===== src/rtl/tbird_lights_monitor.sv =====
// -----------------------------------------------------------------------------
// tbird_lights_monitor
//   Watches the lamp patterns produced by a Thunderbird-style tail-light
//   sequencer, tracks which sequence step it is in, flags protocol errors
//   (illegal patterns or illegal step-to-step transitions) and counts
//   completed left, right and hazard sequences.
//
// Ports
//   clk        in   rising-edge clock
//   rst        in   synchronous active-high reset, highest priority
//   l_lights   in   [2:0] left lamp pattern
//   r_lights   in   [2:0] right lamp pattern
//   err_clr    in   clears seq_err / err_code (a coincident error wins)
//   cnt_clr    in   zeroes all counters (wins over a coincident increment)
//   dir        out  [1:0] 00 none, 01 left, 10 right, 11 hazard
//   step       out  [1:0] step 1..3 within a left/right sequence, else 0
//   seq_err    out  sticky protocol-error flag
//   err_code   out  [1:0] first error cause: 01 illegal pattern, 10 illegal transition
//   left_cnt   out  [CNT_W-1:0] completed left sequences (L2->L3), saturating
//   right_cnt  out  [CNT_W-1:0] completed right sequences (R2->R3), saturating
//   haz_cnt    out  [CNT_W-1:0] error-free entries into hazard, saturating
// -----------------------------------------------------------------------------
module tbird_lights_monitor #(
  parameter int CNT_W = 8
) (
  input  logic             clk,
  input  logic             rst,
  input  logic [2:0]       l_lights,
  input  logic [2:0]       r_lights,
  input  logic             err_clr,
  input  logic             cnt_clr,
  output logic [1:0]       dir,
  output logic [1:0]       step,
  output logic             seq_err,
  output logic [1:0]       err_code,
  output logic [CNT_W-1:0] left_cnt,
  output logic [CNT_W-1:0] right_cnt,
  output logic [CNT_W-1:0] haz_cnt
);

  typedef enum logic [3:0] {
    S_IDLE, S_L1, S_L2, S_L3, S_R1, S_R2, S_R3, S_LR3, S_UNSYNC
  } state_t;

  localparam logic [1:0]       ERR_NONE  = 2'b00;
  localparam logic [1:0]       ERR_PAT   = 2'b01;
  localparam logic [1:0]       ERR_TRANS = 2'b10;
  localparam logic [CNT_W-1:0] CNT_MAX   = '1;

  state_t     state_q, state_d;
  state_t     pat_state;
  logic       pat_legal;
  logic       trans_ok;
  logic       pat_err, trans_err, any_err;
  logic [1:0] err_cause;
  logic [1:0] dir_d, step_d;
  logic       inc_left, inc_right, inc_haz;

  // Pattern decode, transition legality, next state and registered-output values.
  // NOTE: every signal gets a default at the top of the block so no path
  // through the case statements can leave it unassigned and infer a latch.
  always_comb begin
    pat_legal = 1'b1;
    pat_state = S_IDLE;
    trans_ok  = 1'b0;
    dir_d     = 2'b00;
    step_d    = 2'b00;

    case ({l_lights, r_lights})
      6'b000_000: pat_state = S_IDLE;
      6'b001_000: pat_state = S_L1;
      6'b010_000: pat_state = S_L2;
      6'b011_000: pat_state = S_L3;
      6'b000_001: pat_state = S_R1;
      6'b000_010: pat_state = S_R2;
      6'b000_011: pat_state = S_R3;
      6'b111_111: pat_state = S_LR3;
      default:    pat_legal = 1'b0;
    endcase

    case (state_q)
      S_IDLE:   trans_ok = pat_state inside {S_IDLE, S_L1, S_R1, S_LR3};
      S_L1:     trans_ok = pat_state inside {S_L2, S_LR3};
      S_L2:     trans_ok = pat_state inside {S_L3, S_LR3};
      S_L3:     trans_ok = pat_state inside {S_L1, S_LR3};
      S_R1:     trans_ok = pat_state inside {S_R2, S_LR3};
      S_R2:     trans_ok = pat_state inside {S_R3, S_LR3};
      S_R3:     trans_ok = pat_state inside {S_R1, S_LR3};
      S_LR3:    trans_ok = (pat_state == S_IDLE);
      S_UNSYNC: trans_ok = 1'b1;   // any legal pattern resynchronises
      default:  trans_ok = 1'b0;
    endcase

    pat_err   = !pat_legal;
    trans_err = pat_legal && !trans_ok;
    any_err   = pat_err || trans_err;
    err_cause = pat_err ? ERR_PAT : ERR_TRANS;
    state_d   = pat_legal ? pat_state : S_UNSYNC;

    case (state_d)
      S_L1:    begin dir_d = 2'b01; step_d = 2'd1; end
      S_L2:    begin dir_d = 2'b01; step_d = 2'd2; end
      S_L3:    begin dir_d = 2'b01; step_d = 2'd3; end
      S_R1:    begin dir_d = 2'b10; step_d = 2'd1; end
      S_R2:    begin dir_d = 2'b10; step_d = 2'd2; end
      S_R3:    begin dir_d = 2'b10; step_d = 2'd3; end
      S_LR3:   dir_d = 2'b11;
      default: ;
    endcase

    // L2->L3 and R2->R3 are always legal, so no error term is needed there.
    inc_left  = pat_legal && (state_q == S_L2) && (pat_state == S_L3);
    inc_right = pat_legal && (state_q == S_R2) && (pat_state == S_R3);
    inc_haz   = pat_legal && (pat_state == S_LR3) && !trans_err;
  end

  // Tracker state and decoded outputs. Clear strobes never touch the tracker.
  // NOTE: state is updated with non-blocking assignments so every flop
  // samples the pre-edge values regardless of statement order.
  always_ff @(posedge clk) begin
    if (rst) begin
      state_q <= S_IDLE;
      dir     <= 2'b00;
      step    <= 2'b00;
    end else begin
      state_q <= state_d;
      dir     <= dir_d;
      step    <= step_d;
    end
  end

  // Error flag and first-cause code; a new error outranks err_clr.
  always_ff @(posedge clk) begin
    if (rst) begin
      seq_err  <= 1'b0;
      err_code <= ERR_NONE;
    end else if (any_err) begin
      seq_err <= 1'b1;
      if (err_clr || err_code == ERR_NONE) err_code <= err_cause;
    end else if (err_clr) begin
      seq_err  <= 1'b0;
      err_code <= ERR_NONE;
    end
  end

  // Saturating counters; cnt_clr outranks a coincident increment.
  always_ff @(posedge clk) begin
    if (rst || cnt_clr) begin
      left_cnt  <= '0;
      right_cnt <= '0;
      haz_cnt   <= '0;
    end else begin
      if (inc_left  && left_cnt  != CNT_MAX) left_cnt  <= left_cnt  + 1'b1;
      if (inc_right && right_cnt != CNT_MAX) right_cnt <= right_cnt + 1'b1;
      if (inc_haz   && haz_cnt   != CNT_MAX) haz_cnt   <= haz_cnt   + 1'b1;
    end
  end

endmodule


===== config.mk =====
export PLATFORM = sky130hd
export DESIGN_NAME = tbird_lights_monitor
export DESIGN_NICKNAME = d
export VERILOG_FILES = /design/src/rtl/tbird_lights_monitor.sv
export SDC_FILE = /design/constraint.sdc
export NUM_CORES = 1
export LEC_CHECK = 0
export CAP_MARGIN = 20
export CORE_ASPECT_RATIO = 0.5
export CORE_MARGIN = 2
export CORE_UTILIZATION = 25
export DETAILED_ROUTE_END_ITERATION = 6
export PLACE_DENSITY = 0.44
export SLEW_MARGIN = 30
export SYNTH_ARGS = -nofsm -noshare
export SYNTH_HDL_FRONTEND = slang
export SYNTH_SLANG_ARGS = --single-unit

===== constraint.sdc =====
create_clock -name clk -period 2.47 [get_ports clk]
set_input_delay 0.247 -clock clk [delete_from_list [all_inputs] [get_ports clk]]
set_output_delay 0.247 -clock clk [all_outputs]
set_load 0.02 [all_outputs]

==> reports/metrics.yaml, run 1 <==
outcome:
  status: "complete, no violations"
layout:
  final_util_pct: 39.79
  finalNetCount: 289
  layout_common_cells: "clkdlybuf4s50_1 (36), dfxtp_1 (35), nor2_1 (31)"
  finalNonFillerCells: 369
  antennaDiodeCount: 0
  syn2layout_area_growth_pct: 51.83
  fin_area_um2: 2698
  drive_above_1_share_pct: 20.22
  final_common_cell: "clkdlybuf4s50_1"
route:
  drc_errors: 0
  drt_wl_total_um: 4577
  vias_per_cell: 4.653
  dr.pass1.iters: 4
  final_antenna_net_count: 0
  drtIter0Drc: 82
  wl_per_cell_um: 12.40
  via_count: 1717
worst_setup_path:
  critical_path.max_fanout: 5
  arrival_ps: 2390
  startpoint_type: "input port"
  critPathKind: "input port to flip-flop"
  endpoint_kind: "flip-flop"
  cp_data_required_time_ps: 2620
yosys:
  ys.flop_type: "dfxtp_1"
  synth-async-reset-ratio_pct: 0
  syn_area_per_cell_um2: 8.583
  synthTopCellsByArea: "dfxtp_1 (39%), nor2_1 (7.0%), xor2_1 (5.9%)"
  synth_top_area_share_pct: 39.44
  yosys_warnings: 0
  synth_nets: 220
  synth_cell_types: 47
  syn_inst: 207
  yosysSeqAreaShare_pct: 39.44
  ys_ff_latch: 35
  netlist_area_um2: 1777
  yosysTopAreaCell: "dfxtp_1"
  synth_edf_count: 0
clock_tree:
  htree_levels: 2
  cts.clk_slew.worst_paths_ps: 60
  cts_sinks: 35
  clock_tree.root_cell: "clkbuf_16"
  cts_tree: "done"
  clkLatencyLatePin_ps: 280
  ctsHoldBuffers: 0
  clk_path_buf_depth: 2
  cts_made_buffers: 5
min_path:
  hold_path_class: "input port to flip-flop"
timing:
  period_needed_ps: 2241
  relSlewSlack_pct: 70.31
  setup_slack_ps: 228.7
  finalHoldViolCount: 0
  fin_hold_ws_ps: 336.5
  rsz0062_at_grt: "false"
  tightest_slew_ps: 445.3
  max_freq_mhz: 446.2
  skew_ps: 7.745
  tns_ps: 0
  finalMaxSlewViolations: 0
  post-route-period-util_pct: 90.74
  setup_violations: 0
global_route:
  grt_remaining_overflow: 0
  antenna_found_initial: 0
  grt_pass1_wl_um: 7610
  grt_max_degree: 23
  grt_pass1_vias: 1611
  grt_use_total_pct: 12.27
place:
  dp_slack_ps: -262.8
  routabilityCongestion: 0.8131
  dp.cells: 361
  numPortBuffers: 40
  dp_hpwl_um: 3383
  placed_area_um2: 2472
floorplan:
  ios: 41
  rows: 21
  die-area_um2: 7838
  die_y_um: 63.61
  start_util_pct: 26.21
  die_width_um: 123.2
  core-area_um2: 6779
power_and_ir_drop:
  p_per_area_nw_per_um2: 489.4
  power_mw: 1.320
  ir_worst_vdd_mv: 0.2593
  leakage_nw: 1.000
job:
  cap_violations: 0
==> routing by layer <==
metal | vias to the layer above | wire length [um] | GRT usage, %
li1 | 879 | - | -
met1 | 795 | 2456 | 17.52
met2 | 41 | 1853 | 17.86
met3 | 2 | 239 | 3.986
met4 | 0 | 27 | 2.557
met5 | - | 0 | 0
==> worst max-delay path, cell delays in order <==
cell and delay (ps):
clkdlybuf4s50_1 540, nor4_2 70, buf_4 150, a211o_1 330, buf_4 160, nor4_4 290
and4_1 290, nand3_1 100, xor2_1 150, nor2_1 50
==> layout make-up <==
| type | count | area, um^2 |
|---|---|---|
| fill | 695 | 4081 |
| multi-input combinational | 163 | 1091 |
| sequential | 35 | 700.7 |
| timing repair buffer | 68 | 624.3 |
| clock buffer | 6 | 138.9 |
| tap | 92 | 115.1 |
| clock inverter | 2 | 16.27 |
| inverter | 3 | 11.26 |
==> power by group <==
part | total, mW | internal, mW | switching (mW)
Sequential | 0.574 | 0.570 | 0.00380
Combinational | 0.108 | 0.0507 | 0.0571
Clock | 0.638 | 0.402 | 0.236
Total | 1.32 | 1.02 | 0.297
==> worst paths after layout <==
| kind | start | endpoint | cells past startpoint | slack [ps] |
|---|---|---|---|---|
| setup / recovery | r_lights[1] | right_cnt[5]$_SDFFE_PP0P_ | 10 | 230 |
| hold / removal | r_lights[2] | step[0]$_SDFF_PP0_ | 3 | 340 |
| setup reg to reg | state_q[1]$_SDFF_PP0_ | haz_cnt[4]$_SDFFE_PP0P_ | 8 | 450 |
| hold reg to reg | haz_cnt[1]$_SDFFE_PP0P_ | haz_cnt[1]$_SDFFE_PP0P_ | 2 | 490 |
==> sequential cells by signal (all words and copies together), names as in the netlist <==
signal,cells
haz_cnt,8
left_cnt,8
right_cnt,8
state_q,4
dir,2
err_code,2
step,2
seq_err,1
==> cells by family after synthesis <==
logic type               share of synthesized area [%]
flip-flops                                       39.44
multiplexers                                     2.887
AND/OR/NAND/NOR                                  33.66
AO/OA/AOI/OAI                                    11.20
adder cells (fa/ha/maj)                          2.113
XOR/XNOR                                         8.380
buffers and inverters                            2.324
==> synthesized netlist by cell type (4+ instances only) <==
master    number
dfxtp_1       35
mux2i_1        4
and3_1         7
clkbuf_1       5
nand4_1        7
nand3_1       11
a21oi_1        7
nand2_1       17
nor3_1         6
xor2_1        12
xnor2_1        5
nor2_1        33
o211ai_1       4
o21ai_0        5
==> timing repair <==
item                                    in CTS  in global routing
buffers inserted                             0                  0
endpoints found under the setup margin       0                 10
resized for setup                            0                 17
Note: power is estimated with default switching activity, not from simulation.
==> run 2, diff against run 1 <==
--- a/config.mk
+++ b/config.mk
@@ -8,9 +8,9 @@
 export CAP_MARGIN = 20
 export CORE_ASPECT_RATIO = 0.5
 export CORE_MARGIN = 2
-export CORE_UTILIZATION = 25
+export CORE_UTILIZATION = 41
 export DETAILED_ROUTE_END_ITERATION = 6
-export PLACE_DENSITY = 0.44
+export PLACE_DENSITY = 0.65
 export SLEW_MARGIN = 30
 export SYNTH_ARGS = -nofsm -noshare
 export SYNTH_HDL_FRONTEND = slang
==> constraint.sdc (replaced) <==
create_clock -name clk -period 2.8 [get_ports clk]
set_input_delay 0.28 -clock clk [delete_from_list [all_inputs] [get_ports clk]]
set_output_delay 0.28 -clock clk [all_outputs]
set_load 0.02 [all_outputs]
==> reports/metrics.yaml, run 2 (same netlist as run 1, synthesis figures left out) <==
outcome:
  status: "complete, no violations"
global_route:
  grt_pass1_vias: 1486
  grt_max_degree: 23
  antenna_found_initial: 0
  grt_use_total_pct: 17.92
  grt_remaining_overflow: 0
  grt_pass1_wl_um: 6927
layout:
  finalNetCount: 277
  layout_common_cells: "clkdlybuf4s50_1 (40), dfxtp_1 (35), nor2_1 (33)"
  drive_above_1_share_pct: 12.88
  final_common_cell: "clkdlybuf4s50_1"
  antennaDiodeCount: 0
  top_regs: "haz_cnt (8), left_cnt (8), right_cnt (8)"
  syn2layout_area_growth_pct: 36.06
route:
  drtIter0Drc: 67
  final_antenna_net_count: 0
  dr.pass1.iters: 4
  drt_wl_total_um: 4030
  vias_per_cell: 5.186
  wl_per_cell_um: 12.67
  via_count: 1649
  drc_errors: 0
clock_tree:
  htree_levels: 2
  clkLatencyLatePin_ps: 290
  cts_resized: 0
  post_cts_buffers: 0
  clk_path_buf_depth: 2
  cts_tree: "done"
  clock_tree.root_cell: "clkbuf_8"
  cts.clk_slew.worst_paths_ps: 70
  cts_made_buffers: 5
  ctsHoldBuffers: 0
  cts_sinks: 35
job:
  cap_violations: 0
floorplan:
  rows: 16
  die-area_um2: 4908
  start_util_pct: 44.15
  die_width_um: 97.10
  core-area_um2: 4024
  die_y_um: 50.55
  ios: 41
power_and_ir_drop:
  leakage_nw: 0.8604
  p_per_area_nw_per_um2: 386.8
  ir_worst_vdd_mv: 0.1709
worst_setup_path:
  critical_path.max_fanout: 6
  ff2ff_setup_slack_ps: 770
  endpoint_kind: "flip-flop"
  critPathKind: "input port to flip-flop"
  cp_data_required_time_ps: 3000
  crit_path_start: "l_lights[0]"
  startpoint_type: "input port"
  arrival_ps: 2700
  timing.rr.start: "state_q[1]$_SDFF_PP0_"
place:
  dp_hpwl_um: 3004
  numPortBuffers: 40
  routabilityCongestion: 0.8690
timing:
  fin_hold_ws_ps: 494.5
  skew_ps: 8.858
  period_needed_ps: 2503
  post-route-period-util_pct: 89.39
  relSlewSlack_pct: 65.86
  finalHoldViolCount: 0
  rsz0062_at_grt: "false"
  max_freq_mhz: 399.5
  tightest_slew_ps: 512.1
  setup_violations: 0
  finalMaxSlewViolations: 0
  tns_ps: 0
min_path:
  worstHoldStart: "haz_cnt[1]$_SDFFE_PP0P_"
  hold_path_class: "flip-flop to flip-flop"
## run 2: cell count changes in the layout (fill, tap and decap cells not counted), moves of 2 or more
cell	before	now
dlymetal6s2s_1	4	0
nor2_2	3	1
clkdlybuf4s50_1	36	40
nor2_1	31	33
clkbuf_16	5	0
buf_4	27	16
clkbuf_8	1	5
## run 2: final cells by class
class | instances | area (um^2)
Multi-Input combinational cell | 163 | 1035
Clock inverter | 2 | 13.76
Fill cell | 367 | 1607
Timing Repair Buffer | 56 | 520.5
Tap cell | 54 | 67.56
Clock buffer | 5 | 68.82
Sequential cell | 35 | 700.7
Inverter | 3 | 11.26
## run 2: path summary, 6_finish.rpt
check / to / cells past startpoint
setup / recovery: haz_cnt[7]$_SDFFE_PP0P_ / 9
hold / removal: haz_cnt[1]$_SDFFE_PP0P_ / 2
setup reg to reg: haz_cnt[7]$_SDFFE_PP0P_ / 8
hold reg to reg: haz_cnt[1]$_SDFFE_PP0P_ / 2
## run 2: routing by layer
layer	up-vias	GRT usage, %	share of wire, %
met5	-	0	0
met4	0	7.981	1.4
met3	5	5.014	5.4
met2	43	26.04	41
met1	749	24.85	53
li1	852	-	-
## run 2: critical path, stage by stage
cell             delay, ps
clkdlybuf4s50_1        430
or4_4                  570
a21oi_2                150
a21oi_1                130
mux2_2                 350
o211ai_4               200
o31ai_1                140
or2_1                  250
a211oi_2               210
## run 2: per-stage QoR
stage | worst slack [ps] | util, % | cell area (um^2) | cells | power, mW
floorplan | 448.2 | - | 1777 | 207 | 0.5576
global placement | 36.92 | 58.02 | 2335 | 311 | 0.5992
detailed placement | 21.20 | 58.02 | 2335 | 311 | 0.6000
CTS | 302.1 | 60.07 | 2417 | 318 | 0.9460
global route | 63.55 | 60.07 | 2417 | 318 | 0.9774
finish | 297.0 | 60.07 | 2417 | 318 | 0.9351
## run 2: power by group
| group | switching (mW) | internal, mW | total (mW) |
|---|---|---|---|
| registers | 0.00367 | 0.502 | 0.506 |
| clock network | 0.176 | 0.170 | 0.346 |
| logic | 0.0445 | 0.0388 | 0.0834 |
